**src/rtl/ram_scan_ctrl_pkg.sv**
```systemverilog
`default_nettype none
// +----------------------------------------------------------------------+
// | Module  : ram_scan_ctrl_pkg                                          |
// | Purpose : Shared types and defaults for the RAM scan controller:     |
// |           FSM state encoding, default RAM widths, counter sizing.    |
// | Ports   : none (package)                                             |
// | Rev     : 1.0  initial release                                       |
// +----------------------------------------------------------------------+
package ram_scan_ctrl_pkg;

  localparam int DEF_ADDR_W = 5;
  localparam int DEF_DATA_W = 4;

  typedef enum logic [1:0] {
    ST_IDLE  = 2'd0,
    ST_WRITE = 2'd1,
    ST_READ  = 2'd2
  } state_t;

  // Bits needed for a counter running 0..n-1 (never less than one bit).
  function automatic int cnt_w(input int n);
    return (n < 2) ? 1 : $clog2(n);
  endfunction

endpackage
`default_nettype wire

```
**src/rtl/ram_scan_ctrl_if.sv**
```systemverilog
`default_nettype none
// +----------------------------------------------------------------------+
// | Module  : ram_scan_ctrl_if                                           |
// | Purpose : Single-port RAM bus between the scan controller and RAM.   |
// | Ports   : ram_address/ram_data/ram_wren (controller -> RAM),         |
// |           ram_q (RAM -> controller); modports master / slave.        |
// | Rev     : 1.0  initial release                                       |
// +----------------------------------------------------------------------+
interface ram_scan_ctrl_if
  import ram_scan_ctrl_pkg::*;
#(
  parameter int ADDR_W = DEF_ADDR_W,
  parameter int DATA_W = DEF_DATA_W
);
  logic [ADDR_W-1:0] ram_address;
  logic [DATA_W-1:0] ram_data;
  logic              ram_wren;
  logic [DATA_W-1:0] ram_q;

  modport master (output ram_address, output ram_data, output ram_wren, input ram_q);
  modport slave  (input ram_address, input ram_data, input ram_wren, output ram_q);
endinterface
`default_nettype wire

```
**src/rtl/ram_scan_ctrl_key_debounce.sv**
```systemverilog
`default_nettype none
// +----------------------------------------------------------------------+
// | Module  : ram_scan_ctrl_key_debounce                                 |
// | Purpose : Synchronise a raw active-low pushbutton, accept a new      |
// |           level only after DEBOUNCE_CYC stable cycles, and emit a    |
// |           one-cycle pulse when the accepted level falls (press).     |
// | Ports   : clk, rst_n (async active-low), key_n (raw, async),         |
// |           fall (1-cycle press pulse)                                 |
// | Rev     : 1.0  initial release                                       |
// +----------------------------------------------------------------------+
module ram_scan_ctrl_key_debounce
  import ram_scan_ctrl_pkg::*;
#(
  parameter int DEBOUNCE_CYC = 1_000_000
) (
  input  logic clk,
  input  logic rst_n,
  input  logic key_n,
  output logic fall
);

  localparam int               CNT_W     = cnt_w(DEBOUNCE_CYC);
  localparam logic [CNT_W-1:0] C_CNT_MAX = CNT_W'(DEBOUNCE_CYC - 1);

  logic             r_sync1;
  logic             r_sync2;
  logic             r_stable;
  logic             r_fall;
  logic [CNT_W-1:0] r_cnt;

  // Counter runs only while the synchronised input differs from the
  // accepted level; any agreement (a bounce back) restarts it.
  always_ff @(posedge clk or negedge rst_n) begin
    if (!rst_n) begin
      r_sync1  <= 1'b1;
      r_sync2  <= 1'b1;
      r_stable <= 1'b1;
      r_cnt    <= '0;
      r_fall   <= 1'b0;
    end else begin
      r_sync1 <= key_n;
      r_sync2 <= r_sync1;
      r_fall  <= 1'b0;
      if (r_sync2 == r_stable) begin
        r_cnt <= '0;
      end else if (r_cnt == C_CNT_MAX) begin
        r_cnt    <= '0;
        r_stable <= r_sync2;
        r_fall   <= ~r_sync2;
      end else begin
        r_cnt <= r_cnt + CNT_W'(1);
      end
    end
  end

  assign fall = r_fall;

endmodule
`default_nettype wire

```
**src/rtl/ram_scan_ctrl.sv**
```systemverilog
`default_nettype none
// +----------------------------------------------------------------------+
// | Module  : ram_scan_ctrl                                              |
// | Purpose : Owns a single-port RAM; steps a display read address once  |
// |           per tick and captures the word read, and commits one       |
// |           switch-selected write per debounced key press.             |
// | Ports   : CLOCK_50, resetn (async active-low), wr_key_n (raw key),   |
// |           wr_addr/wr_data (switches), ram (RAM bus master),          |
// |           rd_addr/rd_data (word shown), rd_valid (update pulse)      |
// | Rev     : 1.0  initial release                                       |
// +----------------------------------------------------------------------+
module ram_scan_ctrl
  import ram_scan_ctrl_pkg::*;
#(
  parameter int CLK_HZ       = 50_000_000,
  parameter int TICK_HZ      = 1,
  parameter int ADDR_W       = DEF_ADDR_W,
  parameter int DATA_W       = DEF_DATA_W,
  parameter int RD_LAT       = 1,
  parameter int DEBOUNCE_CYC = 1_000_000
) (
  input  logic                  CLOCK_50,
  input  logic                  resetn,
  input  logic                  wr_key_n,
  input  logic [ADDR_W-1:0]     wr_addr,
  input  logic [DATA_W-1:0]     wr_data,
  ram_scan_ctrl_if.master       ram,
  output logic [ADDR_W-1:0]     rd_addr,
  output logic [DATA_W-1:0]     rd_data,
  output logic                  rd_valid
);

  localparam int               DIV       = CLK_HZ / TICK_HZ;
  localparam int               PRE_W     = cnt_w(DIV);
  localparam logic [PRE_W-1:0] C_PRE_MAX = PRE_W'(DIV - 1);
  localparam int               LAT_W     = 2;
  localparam logic [LAT_W-1:0] C_LAT_MAX = LAT_W'(RD_LAT - 1);

  logic [PRE_W-1:0]  r_presc;
  logic [ADDR_W-1:0] r_scan_addr;
  logic [ADDR_W-1:0] r_ra;
  logic [ADDR_W-1:0] r_wa;
  logic [DATA_W-1:0] r_wd;
  logic [LAT_W-1:0]  r_lat;
  logic              r_refresh_pend;
  logic              r_write_pend;
  logic [ADDR_W-1:0] r_rd_addr;
  logic [DATA_W-1:0] r_rd_data;
  logic              r_rd_valid;
  state_t            r_state;
  state_t            w_next;
  logic              w_tick;
  logic              w_key_fall;
  logic              w_rd_done;

  ram_scan_ctrl_key_debounce #(
    .DEBOUNCE_CYC (DEBOUNCE_CYC)
  ) u_key (
    .clk   (CLOCK_50),
    .rst_n (resetn),
    .key_n (wr_key_n),
    .fall  (w_key_fall)
  );

  assign w_tick    = (r_presc == C_PRE_MAX);
  assign w_rd_done = (r_state == ST_READ) && (r_lat == C_LAT_MAX);

  // Prescaler and scan address; the address wraps naturally at 2**ADDR_W.
  always_ff @(posedge CLOCK_50 or negedge resetn) begin
    if (!resetn) begin
      r_presc     <= '0;
      r_scan_addr <= '0;
    end else begin
      r_presc <= w_tick ? '0 : r_presc + PRE_W'(1);
      if (w_tick) r_scan_addr <= r_scan_addr + ADDR_W'(1);
    end
  end

  // Request flags. refresh_pend comes out of reset set so the display is
  // loaded from address 0 straight away. A re-set from a tick or a write
  // wins over the clear at read completion so no refresh is lost. A press
  // arriving while a write is still pending is simply dropped.
  always_ff @(posedge CLOCK_50 or negedge resetn) begin
    if (!resetn) begin
      r_refresh_pend <= 1'b1;
      r_write_pend   <= 1'b0;
      r_wa           <= '0;
      r_wd           <= '0;
    end else begin
      if (w_tick || (r_state == ST_WRITE)) r_refresh_pend <= 1'b1;
      else if (w_rd_done)                  r_refresh_pend <= 1'b0;

      if (r_state == ST_WRITE) begin
        r_write_pend <= 1'b0;
      end else if (w_key_fall && !r_write_pend) begin
        r_write_pend <= 1'b1;
        r_wa         <= wr_addr;
        r_wd         <= wr_data;
      end
    end
  end

  // FSM state register.
  always_ff @(posedge CLOCK_50 or negedge resetn) begin
    if (!resetn) r_state <= ST_IDLE;
    else         r_state <= w_next;
  end

  // FSM next state; a pending write always goes ahead of a refresh.
  always_comb begin
    w_next = r_state;
    unique case (r_state)
      ST_IDLE: begin
        if (r_write_pend)        w_next = ST_WRITE;
        else if (r_refresh_pend) w_next = ST_READ;
      end
      ST_WRITE: w_next = ST_IDLE;
      ST_READ:  if (w_rd_done) w_next = ST_IDLE;
      default:  w_next = ST_IDLE;
    endcase
  end

  // FSM outputs. In IDLE the scan address is already on the bus, so the
  // RAM starts the read on the same edge that enters READ; ra captures that
  // address so a tick during READ cannot disturb the read in flight.
  always_comb begin
    ram.ram_address = r_scan_addr;
    ram.ram_wren    = 1'b0;
    case (r_state)
      ST_WRITE: begin
        ram.ram_address = r_wa;
        ram.ram_wren    = 1'b1;
      end
      ST_READ: ram.ram_address = r_ra;
      default: ;
    endcase
  end

  assign ram.ram_data = r_wd;

  // Read datapath: latency counter and the displayed word.
  always_ff @(posedge CLOCK_50 or negedge resetn) begin
    if (!resetn) begin
      r_ra       <= '0;
      r_lat      <= '0;
      r_rd_addr  <= '0;
      r_rd_data  <= '0;
      r_rd_valid <= 1'b0;
    end else begin
      r_rd_valid <= w_rd_done;
      if ((r_state == ST_IDLE) && (w_next == ST_READ)) r_ra <= r_scan_addr;
      r_lat <= (r_state == ST_READ) ? r_lat + LAT_W'(1) : '0;
      if (w_rd_done) begin
        r_rd_addr <= r_ra;
        r_rd_data <= ram.ram_q;
      end
    end
  end

  assign rd_addr  = r_rd_addr;
  assign rd_data  = r_rd_data;
  assign rd_valid = r_rd_valid;

endmodule
`default_nettype wire

```
**src/flat_wrapper.sv**
```systemverilog
// flat-port wrapper written by rule: the top's interface ports become plain ports
module ram_scan_ctrl_flat import ram_scan_ctrl_pkg::*;
#(
  parameter int CLK_HZ       = 50_000_000,
  parameter int TICK_HZ      = 1,
  parameter int ADDR_W       = DEF_ADDR_W,
  parameter int DATA_W       = DEF_DATA_W,
  parameter int RD_LAT       = 1,
  parameter int DEBOUNCE_CYC = 1_000_000
)
  (CLOCK_50, resetn, wr_key_n, wr_addr, wr_data, rd_addr, rd_data, rd_valid, ram_ram_address, ram_ram_data, ram_ram_wren, ram_ram_q);
  ram_scan_ctrl_if #(.ADDR_W(ADDR_W), .DATA_W(DATA_W)) ram_i ();
  input  logic CLOCK_50;
  input  logic resetn;
  input  logic wr_key_n;
  input  logic [ADDR_W-1:0] wr_addr;
  input  logic [DATA_W-1:0] wr_data;
  output logic [ADDR_W-1:0] rd_addr;
  output logic [DATA_W-1:0] rd_data;
  output logic rd_valid;
  output wire logic [$bits(ram_i.ram_address)-1:0] ram_ram_address;
  output wire logic [$bits(ram_i.ram_data)-1:0] ram_ram_data;
  output wire logic [$bits(ram_i.ram_wren)-1:0] ram_ram_wren;
  input wire logic [$bits(ram_i.ram_q)-1:0] ram_ram_q;
  assign ram_ram_address = ram_i.ram_address;
  assign ram_ram_data = ram_i.ram_data;
  assign ram_ram_wren = ram_i.ram_wren;
  assign ram_i.ram_q = ram_ram_q;
  ram_scan_ctrl #(.CLK_HZ(CLK_HZ), .TICK_HZ(TICK_HZ), .ADDR_W(ADDR_W), .DATA_W(DATA_W), .RD_LAT(RD_LAT), .DEBOUNCE_CYC(DEBOUNCE_CYC)) u_core (.CLOCK_50(CLOCK_50), .resetn(resetn), .wr_key_n(wr_key_n), .wr_addr(wr_addr), .wr_data(wr_data), .ram(ram_i), .rd_addr(rd_addr), .rd_data(rd_data), .rd_valid(rd_valid));
endmodule
```
**config.mk**
```make
export PLATFORM = sky130hd
export DESIGN_NAME = ram_scan_ctrl_flat
export DESIGN_NICKNAME = d
export VERILOG_FILES = /design/src/rtl/ram_scan_ctrl_pkg.sv /design/src/rtl/ram_scan_ctrl_if.sv /design/src/rtl/ram_scan_ctrl_key_debounce.sv /design/src/rtl/ram_scan_ctrl.sv /design/src/flat_wrapper.sv
export SDC_FILE = /design/constraint.sdc
export NUM_CORES = 1
export LEC_CHECK = 0
export ABC_AREA = 1
export BUFFER_PORTS_ARGS = -buffer_cell sky130_fd_sc_hd__buf_2
export CAP_MARGIN = 10
export CORE_UTILIZATION = 40
export DETAILED_ROUTE_END_ITERATION = 8
export PLACE_DENSITY = 0.58
export RECOVER_POWER = 50
export SKIP_CTS_REPAIR_TIMING = 1
export SYNTH_ARGS = -nofsm -noshare
export SYNTH_HDL_FRONTEND = slang
export SYNTH_SLANG_ARGS = --single-unit
```
**constraint.sdc**
```tcl
create_clock -name CLOCK_50 -period 1.7 [get_ports CLOCK_50]
set_clock_uncertainty 0.1 [all_clocks]
set_input_delay 0.085 -clock CLOCK_50 [delete_from_list [all_inputs] [get_ports CLOCK_50]]
set_output_delay 0.085 -clock CLOCK_50 [all_outputs]
set_load 0.01 [all_outputs]
```
==> flow_metrics.tcl <==
set metrics [dict create \
    status "finished, violations left" \
    violations_in_the_final_reports "negative setup slack" \
    crit_path_start_kind "register" \
    areaGrowthSynthToFinish_pct 22.5 \
    most_frequent_cells_in_the_layout "sky130_fd_sc_hd__nand2_1 (166), sky130_fd_sc_hd__nor2_1 (90), sky130_fd_sc_hd__dfrtp_1 (81)" \
    sequentialPowerShare_pct 52.1 \
    drive_above_1_share_pct 20.5 \
    wl_per_cell_um 12.7 \
    path_class "register to output port" \
    crit_required_ps 1510 \
    std_cell_rows 38 \
    ir_drop_mv 0.311 \
    via_count_of_the_first_global_routing_pass 3350 \
    synth_area_um2 4480 \
    fillerInstances 1035 \
    clock_latency_ps 370 \
    ys.warnings.count 0 \
    cts-buffers-inserted 9 \
    final_number_of_max_transition_violations 0 \
    ys_seq_elements 85 \
    vertical_die_dimension_um 108 \
    clock_path_buffers 2 \
    grt.overflow.total 0 \
    mapped_nets 599 \
    cpMaxStageDelayCell "sky130_fd_sc_hd__dfrtp_1" \
    grt_max_degree 33 \
    synth-seq-area-share_pct 47.6 \
    root_buffer_selected_by_cts "sky130_fd_sc_hd__clkbuf_8" \
    instances_no_fill 800 \
    leakagePower_uw 0.00259 \
    cpPeakStageDelay_ps 430 \
    gr-usage-all-layers_pct 17.7 \
    setup_ws_ps -95.9 \
    wl_um 10200 \
    floorplan.initialDensity_pct 41.1 \
    timing.hold.ws_ps 170 \
    cts_tree "done" \
    finish.net_count 678 \
    maxClockFrequency_mhz 557 \
    ff2ff_setup_slack_ps 40 \
    dp.final_hpwl_um 7310 \
    swShare_pct 21.8 \
    synth_flop_cell "sky130_fd_sc_hd__dfrtp_1" \
    dp_slack_ps 63.1 \
    timing_worst_slew_pin_value_ps 648 \
    count_of_different_cell_masters_after_synthesis 31 \
    drv.max_cap_violation_count 0 \
    path_clk_slew_ps 90 \
    postSynthAreaPerCell_um2 7.78 \
    worst_path_most_repeated_cell "sky130_fd_sc_hd__o21ai_1" \
    place_inst 760 \
    core_area_um2 10900 \
    firstDrtPassIters 4 \
    finalCritPeriodShare_pct 106 \
    violation_count_after_the_first_detailed_route_iteration 180 \
    critPathArrivalTime_ps 1610 \
    cts_max_level 3 \
    power_per_cell_area_nw_per_um2 718 \
    power.net_switching_uw 860 \
    route.antenna.remaining_nets 0 \
    power.share.combinational_pct 3.3 \
    internal-power_uw 3080 \
    final-hold-violation-count 0 \
    postSynth.asyncResetShare_pct 100 \
    number_of_antenna_violations_at_the_first_check_in_global_routing 0 \
    timing.final.crit_period_ps 1800 \
    drt-vias-per-instance 4.70 \
    drcViolationCount 0 \
    clock_sinks 85 \
    final_area_um2 5490 \
    die_width_um 108 \
    final_total_negative_setup_slack_ps -370 \
    endpoint_kind "output port" \
    placement.io_buffers 35 \
    dieArea_um2 11600 \
    crit_path_max_fanout 8 \
    slew_headroom_pct 56.8 \
    synth_enable_flop_cells 0 \
    layout_commonest_cell "sky130_fd_sc_hd__nand2_1" \
    clkPwrFrac_pct 44.6 \
    grt_pass1_wl_um 15900 \
    unrepaired_setup_endpoints_after_global_routing "true" \
    n_antenna_cell 0 \
    routed-via-count 3759 \
    hp-class "input pin to async pin" \
    syn_inst 576 \
    placedInstanceArea_um2 4940 \
    gp_routability_congestion 0.887 \
    critical_path.cell_chain "inv_2 > ha_4 > buf_6 > nand2_2 > o21ai_1 > nand2_1 > o21ai_1 > buf_2" \
    io_pins 36 \
    finalSetupViolCount 5 \
]
==> critical path: cells and delay by family, from the launching register on <==
kind | cells | cell delay (ps)
and+or+nand+nor | 2 | 100
AOI/OAI and AO/OA | 2 | 140
adders and majority gates | 1 | 150
buffers and inverters | 3 | 420
DFF | 1 | 430
==> cell families after synthesis <==
| kind of cell | after synthesis | synth area share (%) |
|---|---|---|
| AND/OR/NAND/NOR | 353 | 33.9 |
| multiplexers | 9 | 2.26 |
| XOR/XNOR | 27 | 5.28 |
| AO/OA/AOI/OAI | 22 | 2.74 |
| flip-flops | 85 | 47.6 |
| buffers and inverters | 73 | 6.23 |
| adder cells (fa/ha/maj) | 7 | 1.96 |
==> Yosys cell counts (3+ instances only) <==
cell type | n | area share, %
sky130_fd_sc_hd__o21bai_1 | 3 | 0.50
sky130_fd_sc_hd__nand2_2 | 7 | 0.98
sky130_fd_sc_hd__a21oi_1 | 4 | 0.45
sky130_fd_sc_hd__inv_1 | 66 | 5.5
sky130_fd_sc_hd__ha_1 | 7 | 2.0
sky130_fd_sc_hd__o21ai_0 | 11 | 1.2
sky130_fd_sc_hd__nor2_1 | 94 | 7.9
sky130_fd_sc_hd__nand4_1 | 6 | 0.84
sky130_fd_sc_hd__nor2_2 | 18 | 2.5
sky130_fd_sc_hd__xnor2_1 | 5 | 0.98
sky130_fd_sc_hd__nand3_1 | 39 | 4.4
sky130_fd_sc_hd__nor3_1 | 7 | 0.78
sky130_fd_sc_hd__dfrtp_1 | 81 | 45
sky130_fd_sc_hd__xor2_1 | 22 | 4.3
sky130_fd_sc_hd__mux2_2 | 9 | 2.3
sky130_fd_sc_hd__nand2_1 | 170 | 14
sky130_fd_sc_hd__dfstp_2 | 4 | 2.3
sky130_fd_sc_hd__and2_1 | 3 | 0.42
==> path summary, 6_finish.rpt <==
path / startpoint / depth (start not counted) / endpoint
worst min-delay path: resetn / 2 / u_core.rd_data[2]
worst max-delay path: u_core.r_state[1] / 8 / ram_ram_address[0]
worst min register to register: u_core.u_key.r_sync1 / 0 / u_core.u_key.r_sync2
max in group asynchronous: resetn / 3 / u_core.u_key.r_sync2
worst max register to register: u_core.r_presc[0] / 7 / u_core.r_presc[15]
min in group CLOCK_50: wr_key_n / 2 / u_core.u_key.r_sync1
==> power groups by stage <==
stage | clock [uW] | sequential (uW) | combinational, uW
global route | 1900 | 2060 | 149
finish | 1760 | 2050 | 129
global placement | 0 | 2090 | 112
detailed placement | 0 | 2090 | 115
floorplan | 0 | 2090 | 29.8
CTS | 1800 | 2050 | 115
==> per-stage QoR <==
stage	total power [uW]	util (%)
final	3940	50.4
after global routing	4100	50.4
after CTS	3970	47.6
after detailed placement	2210	45.3
after global placement	2200	45.3
after floorplan	2120	-
==> layout make-up <==
| class | count | area (um2) | share of cell area (%) |
|---|---|---|---|
| clock buffers | 9 | 124 | 2.26 |
| flip-flops and latches | 85 | 2130 | 38.9 |
| multi-input cells | 419 | 2180 | 39.7 |
| repair buffers | 71 | 492 | 8.96 |
| inverters | 69 | 265 | 4.83 |
| clock inverters | 7 | 123 | 2.23 |
| well taps | 140 | 175 | 3.19 |
==> layer usage <==
metal  part of all wire, %  global-route usage (%)  vias to the layer above
li1                      -                       -                     1933
met1                    48                    23.8                     1728
met2                    46                    28.2                       85
met3                   4.7                    3.57                       13
met4                   1.7                    6.36                        0
met5                     0                       0                        -
==> state kept, by name, indices dropped and copies added, names as in the netlist, 2 cells and up <==
signal / count
u_core.ram.ram_data: 4
u_core.r_ra: 5
u_core.rd_addr: 5
u_core.r_scan_addr: 5
u_core.rd_data: 4
u_core.u_key.r_cnt: 20
u_core.r_lat: 2
u_core.r_state: 2
u_core.r_presc: 26
u_core.r_wa: 5
(Power assumes the default switching activity.)
